$ cat src/rtl/fetch_sequencer.sv
// fetch_sequencer: owns the PC, fetches words from a combinational-read,
// byte-addressed instruction memory and hands each one, tagged with its PC,
// to decode over a valid/ready handshake. Supports start, halt,
// backpressure stall and branch/jump redirect with flush.
//
// Handshake: out_valid/out_instr/out_pc form one registered output slot. A
// word moves to decode on every rising edge where out_valid && out_ready.
// While out_valid is high and out_ready is low, the slot holds out_instr and
// out_pc stable. The slot refills from memory in the same edge it drains.
module fetch_sequencer #(
  parameter logic [31:0] RESET_PC  = 32'h0,
  parameter int          MEM_BYTES = 64,
  parameter int          ADDR_W    = 6
) (
  input  logic              clk,
  input  logic              rst,
  input  logic              start,
  input  logic              halt_req,
  input  logic              redirect_valid,
  input  logic [31:0]       redirect_target,
  output logic [ADDR_W-1:0] imem_addr,
  input  logic [31:0]       imem_rdata,
  output logic              out_valid,
  input  logic              out_ready,
  output logic [31:0]       out_instr,
  output logic [31:0]       out_pc,
  output logic              running,
  output logic              misalign_err,
  output logic [15:0]       fetch_count,
  output logic [1:0]        state_dbg
);

  typedef enum logic [1:0] {
    S_IDLE = 2'd0,
    S_RUN  = 2'd1,
    S_HALT = 2'd2
  } state_t;

  // Memory is a power-of-two size, so the byte address is the PC modulo it.
  localparam logic [31:0] ADDR_MASK = 32'(MEM_BYTES - 1);

  state_t      state_q, state_d;
  logic [31:0] pc_q;
  logic        out_valid_q;
  logic [31:0] out_instr_q;
  logic [31:0] out_pc_q;
  logic        misalign_q;
  logic [15:0] fetch_count_q;
  logic        handshake;

  assign handshake = out_valid_q && out_ready;

  // State register.
  always_ff @(posedge clk) begin
    if (rst) begin
      state_q <= S_IDLE;
    end else begin
      state_q <= state_d;
    end
  end

  // Next-state logic: halt wins over everything while running.
  always_comb begin
    state_d = state_q;
    case (state_q)
      S_IDLE, S_HALT: if (start)    state_d = S_RUN;
      S_RUN:          if (halt_req) state_d = S_HALT;
      default:                      state_d = S_IDLE;
    endcase
  end

  // Output decode: status flags and the memory address derived from the PC.
  always_comb begin
    running   = (state_q == S_RUN);
    state_dbg = state_q;
    imem_addr = pc_q[ADDR_W-1:0] & ADDR_MASK[ADDR_W-1:0];
  end

  // PC, output slot and error flag, updated in halt > redirect > load > stall order.
  always_ff @(posedge clk) begin
    if (rst) begin
      pc_q        <= RESET_PC;
      out_valid_q <= 1'b0;
      out_instr_q <= 32'h0;
      out_pc_q    <= 32'h0;
      misalign_q  <= 1'b0;
    end else begin
      case (state_q)
        S_IDLE, S_HALT: begin
          out_valid_q <= 1'b0;
          if (start) pc_q <= RESET_PC;
        end
        S_RUN: begin
          if (halt_req) begin
            out_valid_q <= 1'b0;
          end else if (redirect_valid) begin
            pc_q        <= {redirect_target[31:2], 2'b00};
            out_valid_q <= 1'b0;
            if (redirect_target[1:0] != 2'b00) misalign_q <= 1'b1;
          end else if (!out_valid_q || out_ready) begin
            out_instr_q <= imem_rdata;
            out_pc_q    <= pc_q;
            out_valid_q <= 1'b1;
            pc_q        <= pc_q + 32'd4;
          end
        end
        default: out_valid_q <= 1'b0;
      endcase
    end
  end

  // Accepted-word counter; counts on any handshake edge, including halt/redirect edges.
  always_ff @(posedge clk) begin
    if (rst) begin
      fetch_count_q <= 16'h0;
    end else if (handshake && (fetch_count_q != 16'hFFFF)) begin
      fetch_count_q <= fetch_count_q + 16'd1;
    end
  end

  assign out_valid    = out_valid_q;
  assign out_instr    = out_instr_q;
  assign out_pc       = out_pc_q;
  assign misalign_err = misalign_q;
  assign fetch_count  = fetch_count_q;

endmodule
$ cat config.mk
export PLATFORM = sky130hd
export DESIGN_NAME = fetch_sequencer
export DESIGN_NICKNAME = d
export VERILOG_FILES = /design/src/rtl/fetch_sequencer.sv
export SDC_FILE = /design/constraint.sdc
export NUM_CORES = 1
export LEC_CHECK = 0
export ABC_CLOCK_PERIOD_IN_PS = 2490
export BUFFER_PORTS_ARGS = -buffer_cell sky130_fd_sc_hd__buf_2
export CAP_MARGIN = 30
export CORE_UTILIZATION = 49
export CTS_CLUSTER_DIAMETER = 60
export CTS_CLUSTER_SIZE = 10
export DETAILED_ROUTE_END_ITERATION = 10
export PLACE_DENSITY_LB_ADDON = 0.25
export RECOVER_POWER = 25
export SYNTH_ARGS = -nofsm -noshare
export SYNTH_HDL_FRONTEND = slang
export SYNTH_SLANG_ARGS = --single-unit
$ cat constraint.sdc
create_clock -name clk -period 2.49 [get_ports clk]
set_input_delay 0.249 -clock clk [delete_from_list [all_inputs] [get_ports clk]]
set_output_delay 0.249 -clock clk [all_outputs]
set_load 0.02 [all_outputs]
# Yosys cells after proc, flatten, opt, wreduce, memory -nomap -nowiden
# Cells that the tools add are included.
# word_totals
latchBits,0
mem_bits_ro,0
ramBits,0
memories,0
inputBits,70
register_bits,116
# op_classes
shift,0
mux,8
n_mul,0
bitwise,3
n_eq_ne,7
n_reduce_logical,13
div,0
add_sub_neg,2
magnitude_cmp,0
# ops
operator,n
32-bit 2-to-1 mux,4
32-bit case mux with 2 select lines,1
32-bit by 3-bit adder with 32-bit output (second input constant),1
16-bit by 1-bit adder with 16-bit output (second input constant),1
16-bit != test (second input constant),1
4-bit AND reduction,3
2-bit != test (second input constant),3
2-bit 2-to-1 mux,2
2-bit case mux with 2 select lines,1
2-bit nonzero test,2
4-bit OR reduction,1
3-bit by 2-bit != test with 1-bit output (second input constant),1
1-bit inverter,3
2-bit by 1-bit equality test with 1-bit output (second input constant),1
2-bit equality test (second input constant),1
1-bit logical AND,2
2-bit logical NOT,1
2-bit AND reduction,1
2-bit OR reduction,1
1-bit logical NOT,1
1-bit logical OR,1

# Depth between registers and ports, before layout
# depth
word_depth,6
depth_mapped,7
ltp_nobuf,6

# Worst setup path after synthesis
# OpenSTA, ideal clock, no wires.
# synth_timing
path_type,reg-to-reg
from,reg pc_q[2]
to,reg pc_q[24]
slack_ps,647
required_ps,2373
t_arrival_ps,1727
synth_period_minus_slack_ps,1843
path_stages_with_launch,8
n_path_buf,1
path_cell_list,dfxtp_1 ha_1 and3_2 and3_1 clkbuf_1 nand3_1 a31o_1 a22o_1
# synth_via
elab_chain_cells,5
# synth_rtl
element,line_no,rtl
start: declaration,43,logic [31:0] pc_q;
start signal: assignment,97,"pc_q <= {redirect_target[31:2], 2'b00};"
start signal: assignment,104,pc_q <= pc_q + 32'd4;
32-bit by 3-bit adder with 32-bit output,104,
32-bit 2-to-1 mux,100,end else if (!out_valid_q || out_ready) begin
32-bit 2-to-1 mux,96,end else if (redirect_valid) begin
32-bit 2-to-1 mux,94,if (halt_req) begin
32-bit case mux with 2 select lines,88,case (state_q)
# Every way passes these cells. The select of a mux whose other input is x is not followed.
# A chain may end at the register's enable or synchronous reset.

# Final worst setup path
# layout_timing
from,"reg state_q[0], in the netlist state_dbg[0]"
to,reg pc_q[24]
# layout_via
elab_chain_cells,4
elab_cells_between_ends,10
cone_classes,eq/ne (5); mux (1); reduce/logical (4)
# layout_rtl
element,line_no,rtl
start: declaration,42,"state_t state_q, state_d;"
start signal: assignment,58,state_q <= state_d;
2-bit equality test / 2-bit logical NOT (equally long branches),88,
2-bit OR reduction,88,
2-bit != test (no source line) / 2-bit nonzero test (equally long branches),--,
4-bit AND reduction (no source line),--,
# Parallel ways exist; a longest one is shown, timed or not.

==> impl_metrics.xml <==
<?xml version="1.0" encoding="UTF-8"?>
<metrics>
  <group name="timing">
    <metric name="final.setup_skew" unit="ns">0.0101</metric>
    <metric name="drv_slew" unit="">0</metric>
    <metric name="whs" unit="ns">0.106</metric>
    <metric name="setup_tns" unit="ns">0</metric>
    <metric name="max_clock_freq" unit="MHz">483</metric>
    <metric name="grt_setup_unrepaired" unit="">no</metric>
    <metric name="fin_crit_sh" unit="%">83.1</metric>
    <metric name="transition_time_at_the_pin_with_the_least_slew_margin" unit="ns">0.658</metric>
    <metric name="timing.max_slew.rel_slack" unit="%">56.2</metric>
    <metric name="timing.final.ws_setup" unit="ns">0.421</metric>
    <metric name="post-route-min-period" unit="ns">2.07</metric>
    <metric name="setup_violations" unit="">0</metric>
    <metric name="finalHoldViolations" unit="">0</metric>
  </group>
  <group name="logic_synthesis">
    <metric name="postSynthCellCount" unit="">647</metric>
    <metric name="synth_area" unit="um2">5080</metric>
    <metric name="synth-edff-count" unit="">0</metric>
    <metric name="yosysWarningCount" unit="">0</metric>
    <metric name="proportion_of_synthesized_chip_area_in_sequential_cells" unit="%">44.1</metric>
    <metric name="avgSynthCellArea" unit="um2">7.86</metric>
    <metric name="netlist-cell-type-count" unit="">56</metric>
    <metric name="synth-seq-cells" unit="">112</metric>
    <metric name="synth_async_sr_flop_share" unit="%">0</metric>
    <metric name="ys_dominant_reg_cell" unit="">sky130_fd_sc_hd__dfxtp_1</metric>
  </group>
  <group name="power">
    <metric name="p_int" unit="mW">2.50</metric>
    <metric name="seq_power_share" unit="%">54.8</metric>
    <metric name="ir_drop" unit="mV">0.360</metric>
    <metric name="power_frac_comb" unit="%">8.5</metric>
    <metric name="clockPowerShare" unit="%">36.6</metric>
    <metric name="post_route_total_power" unit="mW">3.36</metric>
    <metric name="netSwitchingPower" unit="mW">0.862</metric>
    <metric name="netSwitchingFraction" unit="%">25.7</metric>
    <metric name="power_density" unit="nW/um2">553</metric>
    <metric name="total_leakage_power" unit="nW">2.30</metric>
  </group>
  <group name="grt">
    <metric name="gr-usage-met2" unit="%">42.2</metric>
    <metric name="via_count_of_the_first_global_routing_pass" unit="">4854</metric>
    <metric name="gr-usage-all-layers" unit="%">26.1</metric>
    <metric name="grt_pass1_wl" unit="mm">23.4</metric>
    <metric name="groute.layer.met3.usage" unit="%">5.51</metric>
    <metric name="maximum_number_of_pins_on_one_net_before_global_route_repair" unit="">63</metric>
    <metric name="top_usage_layer" unit="">met2</metric>
    <metric name="initial_antenna_violation_count" unit="">0</metric>
    <metric name="grtUsageMet1" unit="%">34.6</metric>
    <metric name="grt_remaining_overflow" unit="">0</metric>
  </group>
  <group name="floorplan">
    <metric name="io_pins" unit="">161</metric>
    <metric name="core" unit="um2">9910</metric>
    <metric name="die_y" unit="um">104</metric>
    <metric name="fp.dieW" unit="um">104</metric>
    <metric name="floorplan.die_area" unit="um2">10800</metric>
    <metric name="core.rowCount" unit="">36</metric>
    <metric name="initial_core_utilization" unit="%">51.3</metric>
  </group>
  <group name="final_layout">
    <metric name="fin_nets" unit="">852</metric>
    <metric name="layout.filler_cells" unit="">933</metric>
    <metric name="antenna-diode-count" unit="">0</metric>
    <metric name="layout.cell_area.non_filler" unit="um2">6080</metric>
    <metric name="sequential_cell_area" unit="um2">2240</metric>
    <metric name="final-instance-count-excl-fill" unit="">918</metric>
    <metric name="final_util" unit="%">61.3</metric>
    <metric name="drive_above_1_share" unit="%">19.0</metric>
    <metric name="area.growth.synth_to_final" unit="%">19.5</metric>
    <metric name="layout_common_cells" unit="">sky130_fd_sc_hd__nand2_1 (147), sky130_fd_sc_hd__dfxtp_1 (112), sky130_fd_sc_hd__buf_2 (106)</metric>
    <metric name="final_common_cell" unit="">sky130_fd_sc_hd__nand2_1</metric>
    <metric name="area_taken_by_multi_input_logic_gates" unit="um2">2590</metric>
  </group>
  <group name="clock_network">
    <metric name="cts_tree" unit="">yes</metric>
    <metric name="cts-buffers-inserted" unit="">9</metric>
    <metric name="cts_sinks" unit="">112</metric>
    <metric name="clock_tree.buffer_depth" unit="">2</metric>
    <metric name="cts_resized" unit="">0</metric>
    <metric name="post_cts_hold_buffer_count" unit="">0</metric>
    <metric name="clock_latency" unit="ns">0.37</metric>
    <metric name="clk_root_buffer_cell" unit="">sky130_fd_sc_hd__clkbuf_8</metric>
    <metric name="cts.reportedPaths.clkPinSlew" unit="ns">0.11</metric>
    <metric name="post_cts_repair_setup_buffers" unit="">0</metric>
    <metric name="htree_num_levels" unit="">3</metric>
  </group>
  <group name="setup_path">
    <metric name="timing.critical_path.required" unit="ns">2.76</metric>
    <metric name="worst_setup_path_start_kind" unit="">register</metric>
    <metric name="critPathMaxStageDelay" unit="ns">0.52</metric>
    <metric name="timing.critical_path.cells" unit="">or3b_2 &gt; o21ai_1 &gt; nor2_1 &gt; a31o_1 &gt; a22o_1</metric>
    <metric name="cp.arrival" unit="ns">2.34</metric>
    <metric name="cp-end-kind" unit="">register</metric>
    <metric name="worstPathMaxFanout" unit="">7</metric>
    <metric name="timing.critical_path.buf_inv" unit="">0</metric>
    <metric name="path_class" unit="">reg -&gt; reg</metric>
    <metric name="path_delay_family" unit="">compound AO/OA/AOI/OAI gates</metric>
    <metric name="timing.critical_path.slowest_stage_cell" unit="">sky130_fd_sc_hd__or3b_2</metric>
  </group>
  <group name="placed_design">
    <metric name="dpl_cell_area" unit="um2">5910</metric>
    <metric name="dp.cells" unit="">902</metric>
    <metric name="dpl_ws" unit="ns">0.492</metric>
    <metric name="hpwl" unit="mm">9.80</metric>
    <metric name="io_buffer_count" unit="">156</metric>
    <metric name="final_estimated_routing_congestion_in_global_placement" unit="">0.839</metric>
  </group>
  <group name="hold_path">
    <metric name="type_of_the_most_critical_hold_path" unit="">in -&gt; reg</metric>
  </group>
  <group name="run">
    <metric name="cap_viol_max_count" unit="">0</metric>
  </group>
  <group name="routing">
    <metric name="wl" unit="mm">13.9</metric>
    <metric name="remaining_drcs" unit="">0</metric>
    <metric name="total_number_of_vias" unit="">5139</metric>
    <metric name="via_density_per_instance" unit="">5.60</metric>
    <metric name="post_drt_wl_per_cell" unit="um">15.1</metric>
    <metric name="drt_first_iter_violations" unit="">300</metric>
    <metric name="drt.antenna.violating_nets" unit="">0</metric>
    <metric name="number_of_detailed_routing_iterations_run_before_antenna_repair" unit="">5</metric>
  </group>
  <group name="status">
    <metric name="outcome" unit="">finished clean</metric>
  </group>
</metrics>
## final cells by class
| class | instances | share of cell area, % |
|---|---|---|
| Sequential cell | 112 | 36.9 |
| Clock buffer | 9 | 2.04 |
| Multi-Input combinational cell | 481 | 42.6 |
| Tap cell | 133 | 2.74 |
| Inverter | 9 | 0.556 |
| Clock inverter | 7 | 1.71 |
| Timing Repair Buffer | 167 | 13.4 |
## routing by layer
metal / vias to the layer above / routed length [um]
met1: 2402 / 6140
li1: 2537 / -
met4: 0 / 213
met3: 20 / 917
met5: - / 0
met2: 180 / 6630
## flip-flops by register name (all words and copies together) (netlist names)
| signal | cells |
|---|---|
| state_dbg | 2 |
| pc_q | 30 |
| misalign_err | 1 |
| out_pc | 30 |
| fetch_count | 16 |
| out_instr | 32 |
| out_valid | 1 |
## synthesized netlist by cell type (all sizes together), types with 3 or more instances
master / count / area, um2
o22ai: 16 / 100
a31oi: 15 / 93.8
nand3: 22 / 110
xnor2: 8 / 70.1
dfxtp: 112 / 2240
nand2: 148 / 556
nand4: 17 / 113
and3: 22 / 140
a21oi: 79 / 395
o21ai: 19 / 95.1
buf: 19 / 120
and4: 6 / 53.8
clkbuf: 28 / 105
a22oi: 5 / 37.5
o2bb2ai: 3 / 26.3
nor4: 8 / 77.6
o32ai: 3 / 26.3
o211ai: 4 / 30.0
xor2: 13 / 114
o31ai: 5 / 37.5
nor2: 36 / 135
nor3: 14 / 70.1
inv: 9 / 33.8
and2: 8 / 52.6
## worst register-to-register path: stages, from the launching register on
cell,delay [ns]
sky130_fd_sc_hd__dfxtp_1,0.42
sky130_fd_sc_hd__or3b_2,0.52
sky130_fd_sc_hd__o21ai_1,0.44
sky130_fd_sc_hd__nor2_1,0.14
sky130_fd_sc_hd__a31o_1,0.23
sky130_fd_sc_hd__a22o_1,0.23
## cell families (layout without fill, tap and decap cells)
kind of cell / after synthesis / count (layout) / share of synthesized area, %
AND/OR/NAND/NOR: 294 / 294 / 27.9
AO/OA/AOI/OAI: 158 / 158 / 18.1
flip-flops: 112 / 112 / 44.1
buffers and inverters: 57 / 192 / 5.27
XOR/XNOR: 21 / 21 / 3.62
adder cells (fa/ha/maj): 2 / 2 / 0.492
multiplexers: 2 / 2 / 0.394
other: 1 / 4 / 0.0738
## final timing paths
check / startpoint / end / slack, ns / depth (start not counted)
setup / recovery: state_dbg[0] / pc_q[24] / 0.42 / 5
setup reg to reg: state_dbg[0] / pc_q[24] / 0.42 / 5
hold reg to reg: out_instr[1] / out_instr[1] / 0.46 / 2
hold / removal: imem_rdata[18] / out_instr[18] / 0.11 / 3
## power groups by stage
stage	Combinational, mW	Sequential [mW]	Clock, mW
after floorplan	0.157	1.89	0
after global placement	0.282	1.88	0
after detailed placement	0.285	1.88	0
after CTS	0.286	1.84	1.24
after global routing	0.312	1.85	1.33
final	0.286	1.84	1.23
No activity file was read; power rests on OpenSTA's default activity.
